===== config.mk =====
export PLATFORM = sky130hd
export DESIGN_NAME = fetch_unit
export DESIGN_NICKNAME = d
export VERILOG_FILES = /design/src/rtl/fetch_unit.sv
export SDC_FILE = /design/constraint.sdc
export NUM_CORES = 1
export LEC_CHECK = 0
export CORE_MARGIN = 2
export CORE_UTILIZATION = 40
export CTS_CLUSTER_SIZE = 28
export DETAILED_ROUTE_END_ITERATION = 10
export DONT_BUFFER_PORTS = 1
export PLACE_DENSITY_LB_ADDON = 0.2
export SYNTH_ARGS = -nofsm -noshare
export SYNTH_HDL_FRONTEND = slang
export SYNTH_SLANG_ARGS = --single-unit

===== constraint.sdc =====
create_clock -name clk -period 2.6 [get_ports clk]
set_clock_uncertainty 0.05 [all_clocks]
set_input_delay 0.26 -clock clk [delete_from_list [all_inputs] [get_ports clk]]
set_output_delay 0.26 -clock clk [all_outputs]
set_load 0.005 [all_outputs]

===== src/rtl/fetch_unit.sv =====
// fetch_unit -- instruction-fetch stage of the multi-cycle RV32I core.
//
// Owns the PC and runs one instruction-memory read per instruction using a
// req/gnt/rvalid handshake. The returned word is latched into the instruction
// register (IR), whose decoded fields drive the control unit. When the
// control unit signals end of instruction (pc_upd), the next PC is committed:
// either the sequential PC or a taken conditional-branch target.
//
// A taken branch to a target that is not word aligned raises a sticky fault.
// The PC is then frozen, and the unit does nothing more until reset.
//
// Ports
//   clk, rst_n       clock (rising edge), asynchronous active-low reset
//   fetch_en         start a fetch (sampled only in IDLE)
//   pc_upd           end-of-instruction strobe (sampled only in HOLD)
//   branch, zero     branch control and ALU zero flag for next-PC selection
//   imem_req/addr    read request and address (address is always pc)
//   imem_gnt         request accepted this cycle
//   imem_rvalid/data read response
//   instr            instruction register
//   instr_valid      IR holds a fetched, not yet retired instruction
//   opcode/func3/func7b5  combinational fields of instr
//   pc               current PC
//   busy             fetch in flight (REQ or WAIT)
//   fault            sticky misaligned-branch-target fault

module fetch_unit #(
  parameter int unsigned     XLEN     = 32,
  parameter logic [XLEN-1:0] RESET_PC = '0
) (
  input  logic            clk,
  input  logic            rst_n,
  input  logic            fetch_en,
  input  logic            pc_upd,
  input  logic            branch,
  input  logic            zero,
  output logic            imem_req,
  output logic [XLEN-1:0] imem_addr,
  input  logic            imem_gnt,
  input  logic            imem_rvalid,
  input  logic [31:0]     imem_rdata,
  output logic [31:0]     instr,
  output logic            instr_valid,
  output logic [6:0]      opcode,
  output logic [2:0]      func3,
  output logic            func7b5,
  output logic [XLEN-1:0] pc,
  output logic            busy,
  output logic            fault
);

  localparam logic [31:0] InstrNop     = 32'h0000_0013;
  localparam logic [6:0]  OpcodeBranch = 7'b1100011;

  typedef enum logic [2:0] {
    StIdle,
    StReq,
    StWait,
    StHold,
    StFault
  } state_e;

  state_e          state_q, state_d;
  logic [XLEN-1:0] pc_q, pc_d;
  logic [31:0]     instr_q, instr_d;
  logic            instr_valid_q, instr_valid_d;
  logic            fault_q, fault_d;
  logic            imem_req_q, imem_req_d;
  logic            busy_q, busy_d;

  // Next-PC datapath
  logic            take;
  logic [XLEN-1:0] imm_b;
  logic [XLEN-1:0] branch_target;
  logic [XLEN-1:0] seq_pc;
  logic            misaligned;

  assign opcode  = instr_q[6:0];
  assign func3   = instr_q[14:12];
  assign func7b5 = instr_q[30];

  assign take  = branch & zero & (opcode == OpcodeBranch);
  // B-type immediate: 13-bit signed, always even, sign-extended to XLEN.
  assign imm_b = {{(XLEN-13){instr_q[31]}}, instr_q[31], instr_q[7], instr_q[30:25],
                  instr_q[11:8], 1'b0};
  assign branch_target = pc_q + imm_b;
  assign seq_pc        = pc_q + XLEN'(4);
  // Bit 0 of the target is always clear, so bit 1 alone decides alignment.
  assign misaligned    = take & branch_target[1];

  always_comb begin
    state_d       = state_q;
    pc_d          = pc_q;
    instr_d       = instr_q;
    instr_valid_d = instr_valid_q;
    fault_d       = fault_q;

    unique case (state_q)
      StIdle: begin
        if (fetch_en) begin
          state_d = StReq;
        end
      end

      StReq: begin
        if (imem_gnt) begin
          if (imem_rvalid) begin
            // Zero-wait memory: response arrives with the grant.
            instr_d       = imem_rdata;
            instr_valid_d = 1'b1;
            state_d       = StHold;
          end else begin
            state_d = StWait;
          end
        end
      end

      StWait: begin
        if (imem_rvalid) begin
          instr_d       = imem_rdata;
          instr_valid_d = 1'b1;
          state_d       = StHold;
        end
      end

      StHold: begin
        // fetch_en is dropped here; the control unit re-requests later.
        if (pc_upd) begin
          instr_valid_d = 1'b0;
          if (misaligned) begin
            fault_d = 1'b1;
            state_d = StFault;
          end else begin
            pc_d    = take ? branch_target : seq_pc;
            state_d = StIdle;
          end
        end
      end

      StFault: begin
        instr_valid_d = 1'b0;
      end

      default: begin
        state_d = StIdle;
      end
    endcase
  end

  // Request and busy are registered from the next state so they line up
  // with the state they describe.
  always_comb begin
    imem_req_d = (state_d == StReq);
    busy_d     = (state_d == StReq) || (state_d == StWait);
  end

  always_ff @(posedge clk or negedge rst_n) begin
    if (!rst_n) begin
      state_q       <= StIdle;
      pc_q          <= RESET_PC;
      instr_q       <= InstrNop;
      instr_valid_q <= 1'b0;
      fault_q       <= 1'b0;
      imem_req_q    <= 1'b0;
      busy_q        <= 1'b0;
    end else begin
      state_q       <= state_d;
      pc_q          <= pc_d;
      instr_q       <= instr_d;
      instr_valid_q <= instr_valid_d;
      fault_q       <= fault_d;
      imem_req_q    <= imem_req_d;
      busy_q        <= busy_d;
    end
  end

  assign imem_req    = imem_req_q;
  assign imem_addr   = pc_q;
  assign pc          = pc_q;
  assign instr       = instr_q;
  assign instr_valid = instr_valid_q;
  assign busy        = busy_q;
  assign fault       = fault_q;

endmodule

After elaboration in Yosys (flattened, before gate mapping)
Cells that the tools add are included.
- add/subtract/negate cells: 2
- multiply operators: 0
- divide/modulo/power cells: 0
- order comparisons: 0
- equality and inequality tests: 9
- shifts and indexed selects: 0
- muxes and demuxes: 15
- bitwise operators: 4
- reduce and logical (&&, ||, !) cells: 8
- operators with widths (operator ; number):
    32-bit 2-to-1 mux ; 3
    32-bit case mux with 2 select lines ; 1
    32-bit by 3-bit adder with 32-bit output (second input constant) ; 1
    32-bit adder ; 1
    3-bit 2-to-1 mux ; 5
    3-bit case mux with 5 select lines ; 1
    3-bit by 2-bit == test with 1-bit output (second input constant) ; 3
    3-bit AND reduction ; 3
    7-bit == test (second input constant) ; 1
    3-bit by 1-bit == test with 1-bit output (second input constant) ; 2
    1-bit 2-to-1 mux ; 4
    2-bit != test (second input constant) ; 2
    1-bit case mux with 4 select lines ; 1
    4-bit nonzero test ; 1
    1-bit AND ; 3
    3-bit == test (second input constant) ; 1
    3-bit logical NOT ; 1
    2-bit AND reduction ; 1
    2-bit nonzero test ; 1
    1-bit logical OR ; 1
    1-bit inverter ; 1
- bits in registers: 71
- bits in latches: 0
- memory bits (writable): 0
- ROM bits: 0
- input port bits: 40
- output and inout bits: 111
- memories kept: 0

Depth between registers and ports, before layout
Gate-level depths: netlist of the first run.
- depth in word-level cells: 8
- gate-level depth with buffers: 11
- depth with buffers taken out: 11

Worst setup path before layout of the first run
Ideal clock, no wire load.
- kind: reg2reg
- start point: register instr_q[31] (netlist: instr[31])
- end point: register pc_q[29] (netlist: imem_addr[29])
- setup time: 140 ps
- arrival time: 2697 ps
- slack: -288 ps
- cell stages (with the launch flop): 11
- buffers on the path: 1
- period minus slack after synthesis: 2888 ps
- cell sequence: dfrtp_1 > ha_1 > buf_2 > a211oi_1 > nor2_1 > a311oi_1 > a211oi_1 > o211a_1 > o41ai_2 > xor2_1 > a21oi_1
- longest elaborated chain between the ends: 2
- ends and longest elaborated chain (what ; RTL line ; source):
    start, declared ; 65 ; logic [31:0] instr_q, instr_d;
    start signal, assigned ; 161 ; instr_q <= InstrNop;
    start signal, assigned ; 169 ; instr_q <= instr_d;
    32-bit adder ; 86 ; assign branch_target = pc_q + imm_b;
    32-bit 2-to-1 mux ; 134 ; pc_d = take ? branch_target : seq_pc;
    end signal, assigned ; 168 ; pc_q <= pc_d;
    end, declared ; 64 ; logic [XLEN-1:0] pc_q, pc_d;
Every way passes these cells.
A chain may end at the register's enable or synchronous reset.

Worst setup path after layout of the first run
- start point: register instr_q[31] (netlist: instr[31])
- end point: register pc_q[25] (netlist: imem_addr[25])
Same word-level chain as after synthesis.

==> results.py, run 1 <==
metrics = {
    "run_status": {
        "run_status": "finished, final reports clean",
    },
    "critical_path": {
        "crit_path_start": "instr[31]",
        "worst-path-max-fanout": 7,
        "required_ps": 2760,
        "rr_worst_depth": 10,
        "critPathKind": "flop to flop",
        "r2r_slack_ps": 40,
        "cp-start-kind": "flop",
        "crit_end": "imem_addr[25]",
        "r2r_end": "imem_addr[25]",
        "arrival_ps": 2720,
        "end_kind": "flop",
        "reg2reg_from": "instr[31]",
    },
    "placed_design": {
        "post-dp-hpwl_um": 11700,
        "post-place-ws_ps": -156,
        "io_buffers": 0,
        "post-place-cells": 825,
        "globalplace.congestion": 0.863,
    },
    "synth": {
        "synthCells": 612,
        "ys_ff_latch": 70,
        "yosys.area.top_type_share": 0.312,
        "synth_cell_types": 69,
        "yosys_warnings": 0,
        "synth_edf_count": 0,
        "async_reset_ff_frac": 1.00,
        "ys.flop_type": "dfrtp_1",
        "synth-seq-area-share": 0.327,
        "yosysTopAreaCell": "dfrtp_1",
        "ys_top_cells_by_area": "dfrtp_1, ha_1, mux2_2",
        "syn_avg_cell_area_sq_um": 8.77,
        "synth_area_sq_mm": 0.00537,
    },
    "grt": {
        "grt_pass1_vias": 5107,
        "grt.total_usage": 0.223,
        "grt_pass1_wl_um": 25300,
        "grt_start_max_net_pins": 71,
        "grt_overflow_total": 0,
        "grt_antenna_before_repair": 0,
    },
    "route": {
        "viasPerCell": 5.85,
        "wirelength_um": 15900,
        "num_vias": 4970,
        "wl_per_cell_um": 18.8,
        "drtAntennaViolNets": 0,
        "drc": 0,
        "drt-initial-drc-count": 272,
        "drt-pass1-iter-count": 4,
    },
    "cells_and_area": {
        "area_delta_synth_final_pct": 26.4,
        "num_antenna_cells": 0,
        "fin_cells": 850,
        "drive_gt1_frac": 0.343,
        "fin_nets": 741,
    },
    "sta": {
        "worstMarginPinSlew_ps": 517,
        "rsz0062_at_grt": "true",
        "hold_viol": 0,
        "final.period_utilization": 0.983,
        "hold_ws_ps": 14.3,
        "setup_slack_ps": 43.7,
        "slew_viol_final": 0,
        "fmax_mhz": 391,
        "min_period_ps": 2560,
        "setup_viol": 0,
        "max_slew_margin": 0.655,
    },
    "clock_tree": {
        "h-tree-depth": 3,
        "cts-buffers-inserted": 9,
        "cts.reportedPaths.clkPinSlew_ps": 60,
        "root_buffer": "clkbuf_16",
        "clock_path_buffers": 2,
        "insertion_delay_ps": 340,
        "cts_tree": "done",
        "cts_sinks": 70,
    },
    "pwr": {
        "powerDensity_mw_per_mm2": 996,
        "irDropWorstVdd_v": 0.000599,
        "leakage_nw": 2.90,
        "power.total_mw": 6.75,
    },
    "job": {
        "cap_violations": 0,
    },
    "die": {
        "rows": 42,
        "die_x_um": 120,
        "io_pins": 151,
        "die-area_sq_mm": 0.0144,
        "start_util": 0.407,
        "die_y_um": 120,
        "core_area_sq_mm": 0.0132,
    },
    "worst_hold_path": {
        "min-delay-path-class": "primary input to flop",
    },
}
## power breakdown
| group | switching (mW) | internal, mW | total [mW] |
|---|---|---|---|
| Combinational | 1.78 | 1.82 | 3.60 |
| Clock | 0.499 | 0.803 | 1.30 |
| Sequential | 0.382 | 1.47 | 1.85 |
| Total | 2.66 | 4.09 | 6.75 |
## layout make-up
cell class,count,area (sq um)
well taps,176,220
flip-flops and latches,70,1760
multi-input cells,459,3530
inverters,16,60.1
clock inverters,5,63.8
clock buffers,11,253
repair buffers,113,897
fillers,1236,6410
## what timing repair did
item	in CTS	in global routing
hold buffers	3	0
hold endpoints to repair	71	0
setup buffers	6	1
setup endpoints to repair	9	14
gates resized for setup	28	49
gates cloned	0	0
pin swaps	16	23
## registers in the layout, indices dropped and copies added (netlist names)
| signal | count |
|---|---|
| imem_req | 1 |
| state_q | 3 |
| fault | 1 |
| imem_addr | 31 |
| busy | 1 |
| instr_valid | 1 |
| instr | 32 |
## layout by cell type (no fill, tap or decap), types with 4 or more instances in the layout
cell type and count:
inv_1 15, mux2_2 32, a31oi_1 12, and2_1 6, nand4b_1 4, clkbuf_16 9
o21ai_2 6, buf_4 107, a21o_1 11, ha_4 15, and3_1 9, o22ai_1 8
ha_1 14, nand3_1 23, nor2_1 32, nand4_1 12, o21ai_1 8, nand2_1 31
a21oi_1 53, xnor2_1 11, a21oi_2 9, nand2b_1 8, and4_1 7, o21ai_0 30
xor2_1 7, nor3_1 15, o21a_1 6, nor2b_1 7, o31ai_1 5, nor2_2 6
dfrtp_1 65
## logic make-up (layout without fill, tap and decap cells)
| logic type | after synthesis | after routing | synth area share |
|---|---|---|---|
| buffers and inverters | 84 | 145 | 0.0918 |
| AOI/OAI and AO/OA | 187 | 187 | 0.217 |
| other | 1 | 2 | 0.000699 |
| xor gates and xnor gates | 18 | 18 | 0.0294 |
| muxes | 34 | 34 | 0.0709 |
| adders and majority gates | 32 | 32 | 0.0760 |
| and+or+nand+nor | 186 | 186 | 0.187 |
| DFF | 70 | 70 | 0.327 |
## metal layers
metal,track usage,part of all wire
met4,0.0699,0.021
met3,0.0751,0.072
met2,0.374,0.47
met1,0.271,0.43
met5,0,0
## synth_stat cells (all sizes together), types with 3 or more instances
cell,n
a211oi,4
a21o,11
a21oi,62
a22o,3
a31oi,13
and2,6
and3,10
and4,7
buf,48
clkbuf,20
dfrtp,67
dfstp,3
ha,31
inv,16
mux2,32
nand2,31
nand2b,8
nand3,23
nand4,12
nand4b,4
nor2,40
nor2b,8
nor3,16
nor4,5
o211ai,3
o21a,6
o21ai,45
o22ai,8
o31ai,5
or2,3
xnor2,11
xor2,7
## worst max-delay path: stages (launching register included)
cell and delay, ps:
dfrtp_4 560, ha_4 310, and3_4 180, o2111a_1 200, o21ai_2 80, a211oi_2 310
buf_4 160, nor2_2 50, o311ai_2 270, xnor2_1 150, o21ai_0 80
## worst min path at each step
| stage | startpoint | endpoint | depth (start not counted) |
|---|---|---|---|
| after floorplan | rst_n | busy | 0 |
| after global placement | rst_n | imem_addr[24] | 0 |
| after detailed placement | rst_n | imem_addr[24] | 0 |
| after CTS | imem_rdata[7] | instr[7] | 1 |
| after global routing | imem_rdata[18] | instr[18] | 1 |
| final | imem_rdata[17] | instr[17] | 1 |
## through the flow
stage	TNS, ps	utilization	instance area [sq um]
2_1_floorplan	0	-	5410
3_3_place_gp	-218	0.455	6000
3_5_place_dp	-512	0.455	6000
4_1_cts	-8.89	0.494	6520
5_1_grt	-416	0.514	6780
6_report	0	0.514	6780
(Power assumes the default switching activity.)
==> run 2: changes to the inputs <==
--- a/config.mk
+++ b/config.mk
@@ -6,11 +6,12 @@
 export NUM_CORES = 1
 export LEC_CHECK = 0
 export CORE_MARGIN = 2
-export CORE_UTILIZATION = 40
+export CORE_UTILIZATION = 55
 export CTS_CLUSTER_SIZE = 28
 export DETAILED_ROUTE_END_ITERATION = 10
 export DONT_BUFFER_PORTS = 1
 export PLACE_DENSITY_LB_ADDON = 0.2
+export SETUP_SLACK_MARGIN = 0.3
 export SYNTH_ARGS = -nofsm -noshare
 export SYNTH_HDL_FRONTEND = slang
 export SYNTH_SLANG_ARGS = --single-unit
==> constraint.sdc (replaced) <==
create_clock -name clk -period 3.3 [get_ports clk]
set_clock_uncertainty 0.05 [all_clocks]
set_input_delay 0.33 -clock clk [delete_from_list [all_inputs] [get_ports clk]]
set_output_delay 0.33 -clock clk [all_outputs]
set_load 0.005 [all_outputs]
==> results.py, run 2 (synthesis gave the netlist of run 1 again) <==
metrics = {
    "route": {
        "drt-initial-drc-count": 260,
        "drt-pass1-iter-count": 5,
        "wirelength_um": 14000,
        "drc": 0,
        "highest_layer": "met4",
        "drt-met1-wl_um": 6070,
        "routed-wl-met3_um": 925,
        "drtAntennaViolNets": 0,
        "num_vias": 4598,
        "viasPerCell": 6.39,
        "wl_per_cell_um": 19.5,
        "met2_length_um": 6730,
    },
    "pwr": {
        "leakage_nw": 2.36,
        "powerDensity_mw_per_mm2": 759,
        "irDropWorstVdd_v": 0.000480,
        "power.total_mw": 4.20,
    },
    "critical_path": {
        "critPathKind": "flop to flop",
        "end_kind": "flop",
        "worst-path-max-fanout": 8,
        "crit_chain": "ha_1, o21ai_0, or2b_4, o31a_1, a41o_2, a311o_2, nor2_2, xor2_1, a221oi_1",
        "arrival_ps": 3090,
        "critPathTopFamily": "compound AO/OA/AOI/OAI gates",
        "crit_path_max_incr_delay_ps": 480,
        "required_ps": 3490,
        "cp_slowest_cell": "dfrtp_1",
        "cp-start-kind": "flop",
        "crit_buf_inv": 0,
    },
    "grt": {
        "grt_overflow_total": 0,
        "grt.total_usage": 0.274,
        "grt_start_max_net_pins": 71,
        "grt_pass1_vias": 4501,
        "grt_pass1_wl_um": 22700,
        "grt_antenna_before_repair": 1,
    },
    "clock_tree": {
        "insertion_delay_ps": 360,
        "cts_tree": "done",
        "h-tree-depth": 3,
        "clock_path_buffers": 2,
        "cts_sinks": 70,
        "root_buffer": "clkbuf_8",
        "cts-buffers-inserted": 9,
        "cts.reportedPaths.clkPinSlew_ps": 80,
    },
    "sta": {
        "final.period_utilization": 0.878,
        "fmax_mhz": 345,
        "hold_ws_ps": 57.4,
        "finalSetupTns_ps": 0,
        "hold_viol": 0,
        "rsz0062_at_grt": "true",
        "min_period_ps": 2900,
        "slew_viol_final": 0,
        "setup_viol": 0,
        "max_slew_margin": 0.558,
        "worstMarginPinSlew_ps": 657,
    },
    "cells_and_area": {
        "area_delta_synth_final_pct": 3.12,
        "fillers": 899,
        "final_cell_mix": "dfrtp_1, a21oi_1, o21ai_0",
        "drive_gt1_frac": 0.162,
        "register_area_sq_mm": 0.00176,
        "fin_nets": 653,
        "final_common_cell": "dfrtp_1",
        "multi_input_area_sq_mm": 0.00315,
        "largest_reg_flops": 32,
    },
    "placed_design": {
        "post-dp-hpwl_um": 10200,
        "io_buffers": 0,
        "globalplace.congestion": 0.912,
    },
    "die": {
        "core_area_sq_mm": 0.00964,
        "io_pins": 151,
        "die_x_um": 103,
        "die_y_um": 103,
        "die-area_sq_mm": 0.0106,
        "rows": 36,
        "start_util": 0.557,
    },
    "run_status": {
        "run_status": "finished, final reports clean",
    },
    "worst_hold_path": {
        "min-delay-path-class": "primary input to flop",
    },
    "job": {
        "cap_violations": 0,
    },
}
-- run 2: cell types whose count changed in the layout (fill, tap and decap cells not counted), sizes merged --
| cell | change |
|---|---|
| clkinv | -1 |
| buf | -87 |
| bufinv | -1 |
| inv | +3 |
| dlygate4sd3 | -1 |
| clkbuf | -2 |
| clkinvlp | +1 |
| diode | +1 |
-- run 2: repair_timing --
item / CTS / global route
setup buffers: 0 / 0
hold endpoints to repair: 70 / 0
hold buffers: 2 / 0
setup endpoints to repair: 4 / 8
gates resized for setup: 3 / 6
-- run 2: worst paths after layout --
| check | slack (ps) | cells after the start | endpoint | from |
|---|---|---|---|---|
| setup / recovery | 400 | 9 | imem_addr[20] | imem_addr[10] |
| hold / removal | 60 | 2 | instr[9] | imem_rdata[9] |
| setup reg to reg | 400 | 9 | imem_addr[20] | imem_addr[10] |
| hold reg to reg | 480 | 1 | fault | fault |
| max in group asynchronous | 2400 | 2 | instr[4] | rst_n |
| min in group asynchronous | 470 | 2 | imem_addr[16] | rst_n |
-- run 2: power breakdown --
group	internal [mW]	switching, mW	leakage, nW
clock	0.289	0.388	0.0892
combinational	0.910	1.10	1.41
sequential	1.15	0.365	0.868
-- run 2: final cells by class --
type,instances,area share
Clock inverter,7,0.0111
Clock buffer,9,0.0224
Antenna cell,1,0.000452
Sequential cell,70,0.318
Tap cell,133,0.0301
Multi-Input combinational cell,459,0.570
Inverter,16,0.0108
Timing Repair Buffer,25,0.0380
-- run 2: stage by stage --
| step | area, sq um | utilization | cells | setup WS, ps |
|---|---|---|---|---|
| CTS | 5520 | 0.573 | 719 | 305 |
| floorplan | 5370 | - | 613 | 412 |
| global placement | 5290 | 0.549 | 701 | 385 |
| finish | 5540 | 0.574 | 720 | 402 |
| detailed placement | 5290 | 0.549 | 701 | 258 |
| global route | 5540 | 0.574 | 720 | 282 |
-- run 2: per-layer routing --
layer | track usage | up-vias
li1 | - | 2186
met1 | 0.361 | 2203
met2 | 0.452 | 190
met3 | 0.0610 | 19
met4 | 0.0901 | 0
met5 | 0 | -
-- run 2: worst reg2reg max path: stages (launching register included) --
cell and delay (ps):
dfrtp_1 480, ha_1 400, o21ai_0 140, or2b_4 270, o31a_1 100, a41o_2 270, a311o_2 440, nor2_2 210
xor2_1 110, a221oi_1 320
==> run 3: changes to the inputs <==
--- a/config.mk
+++ b/config.mk
@@ -10,8 +10,9 @@
 export CTS_CLUSTER_SIZE = 28
 export DETAILED_ROUTE_END_ITERATION = 10
 export DONT_BUFFER_PORTS = 1
-export PLACE_DENSITY_LB_ADDON = 0.2
+export PLACE_DENSITY = 0.8
 export SETUP_SLACK_MARGIN = 0.3
+export SKIP_LAST_GASP = 1
 export SYNTH_ARGS = -nofsm -noshare
 export SYNTH_HDL_FRONTEND = slang
 export SYNTH_SLANG_ARGS = --single-unit
==> results.py, run 3 (synthesis gave the netlist of run 1 again) <==
metrics = {
    "clock_tree": {
        "insertion_delay_ps": 360,
        "cts-buffers-inserted": 9,
        "cts_tree": "done",
        "root_buffer": "clkbuf_8",
        "clock_path_buffers": 2,
        "cts.reportedPaths.clkPinSlew_ps": 90,
        "cts_sinks": 70,
        "h-tree-depth": 3,
        "post-cts-setup-buffer-count": 0,
    },
    "cells_and_area": {
        "area_delta_synth_final_pct": 3.50,
        "fillers": 846,
        "largest_reg_flops": 32,
        "fin_cells": 714,
        "drive_gt1_frac": 0.162,
        "num_antenna_cells": 0,
        "fin_nets": 648,
        "register_area_sq_mm": 0.00176,
        "final_common_cell": "dfrtp_1",
        "multi_input_area_sq_mm": 0.00317,
        "final_cell_mix": "dfrtp_1, a21oi_1, o21ai_0",
    },
    "placed_design": {
        "globalplace.congestion": 0.940,
        "post-place-cells": 696,
        "post-place-ws_ps": 305,
        "io_buffers": 0,
        "post-dp-hpwl_um": 10200,
    },
    "grt": {
        "grt_antenna_before_repair": 0,
        "grt_pass1_wl_um": 22300,
        "grt_overflow_total": 0,
        "grt_pass1_vias": 4550,
        "grt.total_usage": 0.271,
        "grt_start_max_net_pins": 71,
    },
    "die": {
        "die_y_um": 103,
        "start_util": 0.557,
        "die_x_um": 103,
        "io_pins": 151,
        "core_area_sq_mm": 0.00964,
        "die-area_sq_mm": 0.0106,
        "rows": 36,
    },
    "pwr": {
        "powerDensity_mw_per_mm2": 785,
        "leakage_nw": 2.35,
        "power.total_mw": 4.36,
        "irDropWorstVdd_v": 0.000506,
    },
    "worst_hold_path": {
        "min-delay-path-class": "primary input to flop",
        "hp-start": "imem_rdata[9]",
    },
    "sta": {
        "final.period_utilization": 0.913,
        "hold_ws_ps": 46.9,
        "hold_viol": 0,
        "finalSetupTns_ps": 0,
        "max_slew_margin": 0.533,
        "setup_viol": 0,
        "rsz0062_at_grt": "true",
        "slew_viol_final": 0,
        "min_period_ps": 3010,
        "fmax_mhz": 332,
        "setup_slack_ps": 288,
        "worstMarginPinSlew_ps": 695,
    },
    "critical_path": {
        "crit_end": "imem_addr[29]",
        "required_ps": 3450,
        "cp-start-kind": "flop",
        "critPathKind": "flop to flop",
        "crit_path_start": "imem_addr[3]",
        "end_kind": "flop",
        "arrival_ps": 3160,
        "r2r_slack_ps": 290,
        "worst-path-max-fanout": 8,
        "rr_worst_depth": 9,
        "reg2reg_from": "imem_addr[3]",
        "r2r_end": "imem_addr[29]",
    },
    "job": {
        "cap_violations": 0,
    },
    "route": {
        "viasPerCell": 6.70,
        "wl_per_cell_um": 20.0,
        "drt-pass1-iter-count": 7,
        "num_vias": 4786,
        "drc": 0,
        "drt-initial-drc-count": 319,
        "wirelength_um": 14300,
        "drtAntennaViolNets": 0,
    },
    "run_status": {
        "run_status": "finished, final reports clean",
    },
}
## run 3: changes by cell type in the layout (fill, tap and decap cells not counted), sizes merged
cell,previous run,this run
buf,24,19
bufinv,0,2
clkinv,0,1
clkinvlp,2,1
diode,1,0
inv,21,19
## run 3: timing repair
action | in CTS | in global routing
endpoints found under the hold margin | 70 | 0
gates cloned | 0 | 0
resized for setup | 1 | 11
pin swaps | 0 | 0
hold buffers | 2 | 0
endpoints found under the setup margin | 2 | 9
## run 3: critical path, cell delays in order, from the launching register on
cell and delay (ps):
dfrtp_1 500, ha_1 390, nor2b_2 190, o31a_1 270
o21ai_0 350, a211oi_2 150, o211a_1 300, o41ai_2 320
xor2_1 210, a21oi_1 110
## run 3: per-layer routing
layer	wire length [um]	vias up	track usage	share of wire
li1	-	2163	-	-
met1	5760	2353	0.340	0.40
met2	6970	235	0.452	0.49
met3	1140	35	0.0651	0.080
met4	417	0	0.106	0.029
met5	0	-	0	0
## run 3: cell type report
type / instances / share of cell area
tap: 133 / 0.0300
multi-input combinational: 459 / 0.570
inverter: 16 / 0.0108
clock inverter: 7 / 0.0189
clock buffer: 9 / 0.0223
timing repair buffer: 20 / 0.0311
sequential: 70 / 0.317
## run 3: worst min path at each step
stage                    endpoint  slack [ps]  depth (start not counted)
floorplan                    busy         -20                          0
global placement    imem_addr[17]         -10                          0
detailed placement  imem_addr[17]         -10                          0
CTS                      instr[9]          40                          2
global route            instr[18]          40                          1
finish                   instr[9]          50                          2
## run 3: metrics by stage
step | instance area (sq um) | util
final | 5560 | 0.576
after global routing | 5560 | 0.576
after CTS | 5520 | 0.573
after detailed placement | 5250 | 0.545
after global placement | 5250 | 0.545
after floorplan | 5370 | -
## run 3: power breakdown
group	switching, mW	internal, mW
sequential	0.357	1.15
clock	0.376	0.438
combinational	1.13	0.902
total	1.87	2.49
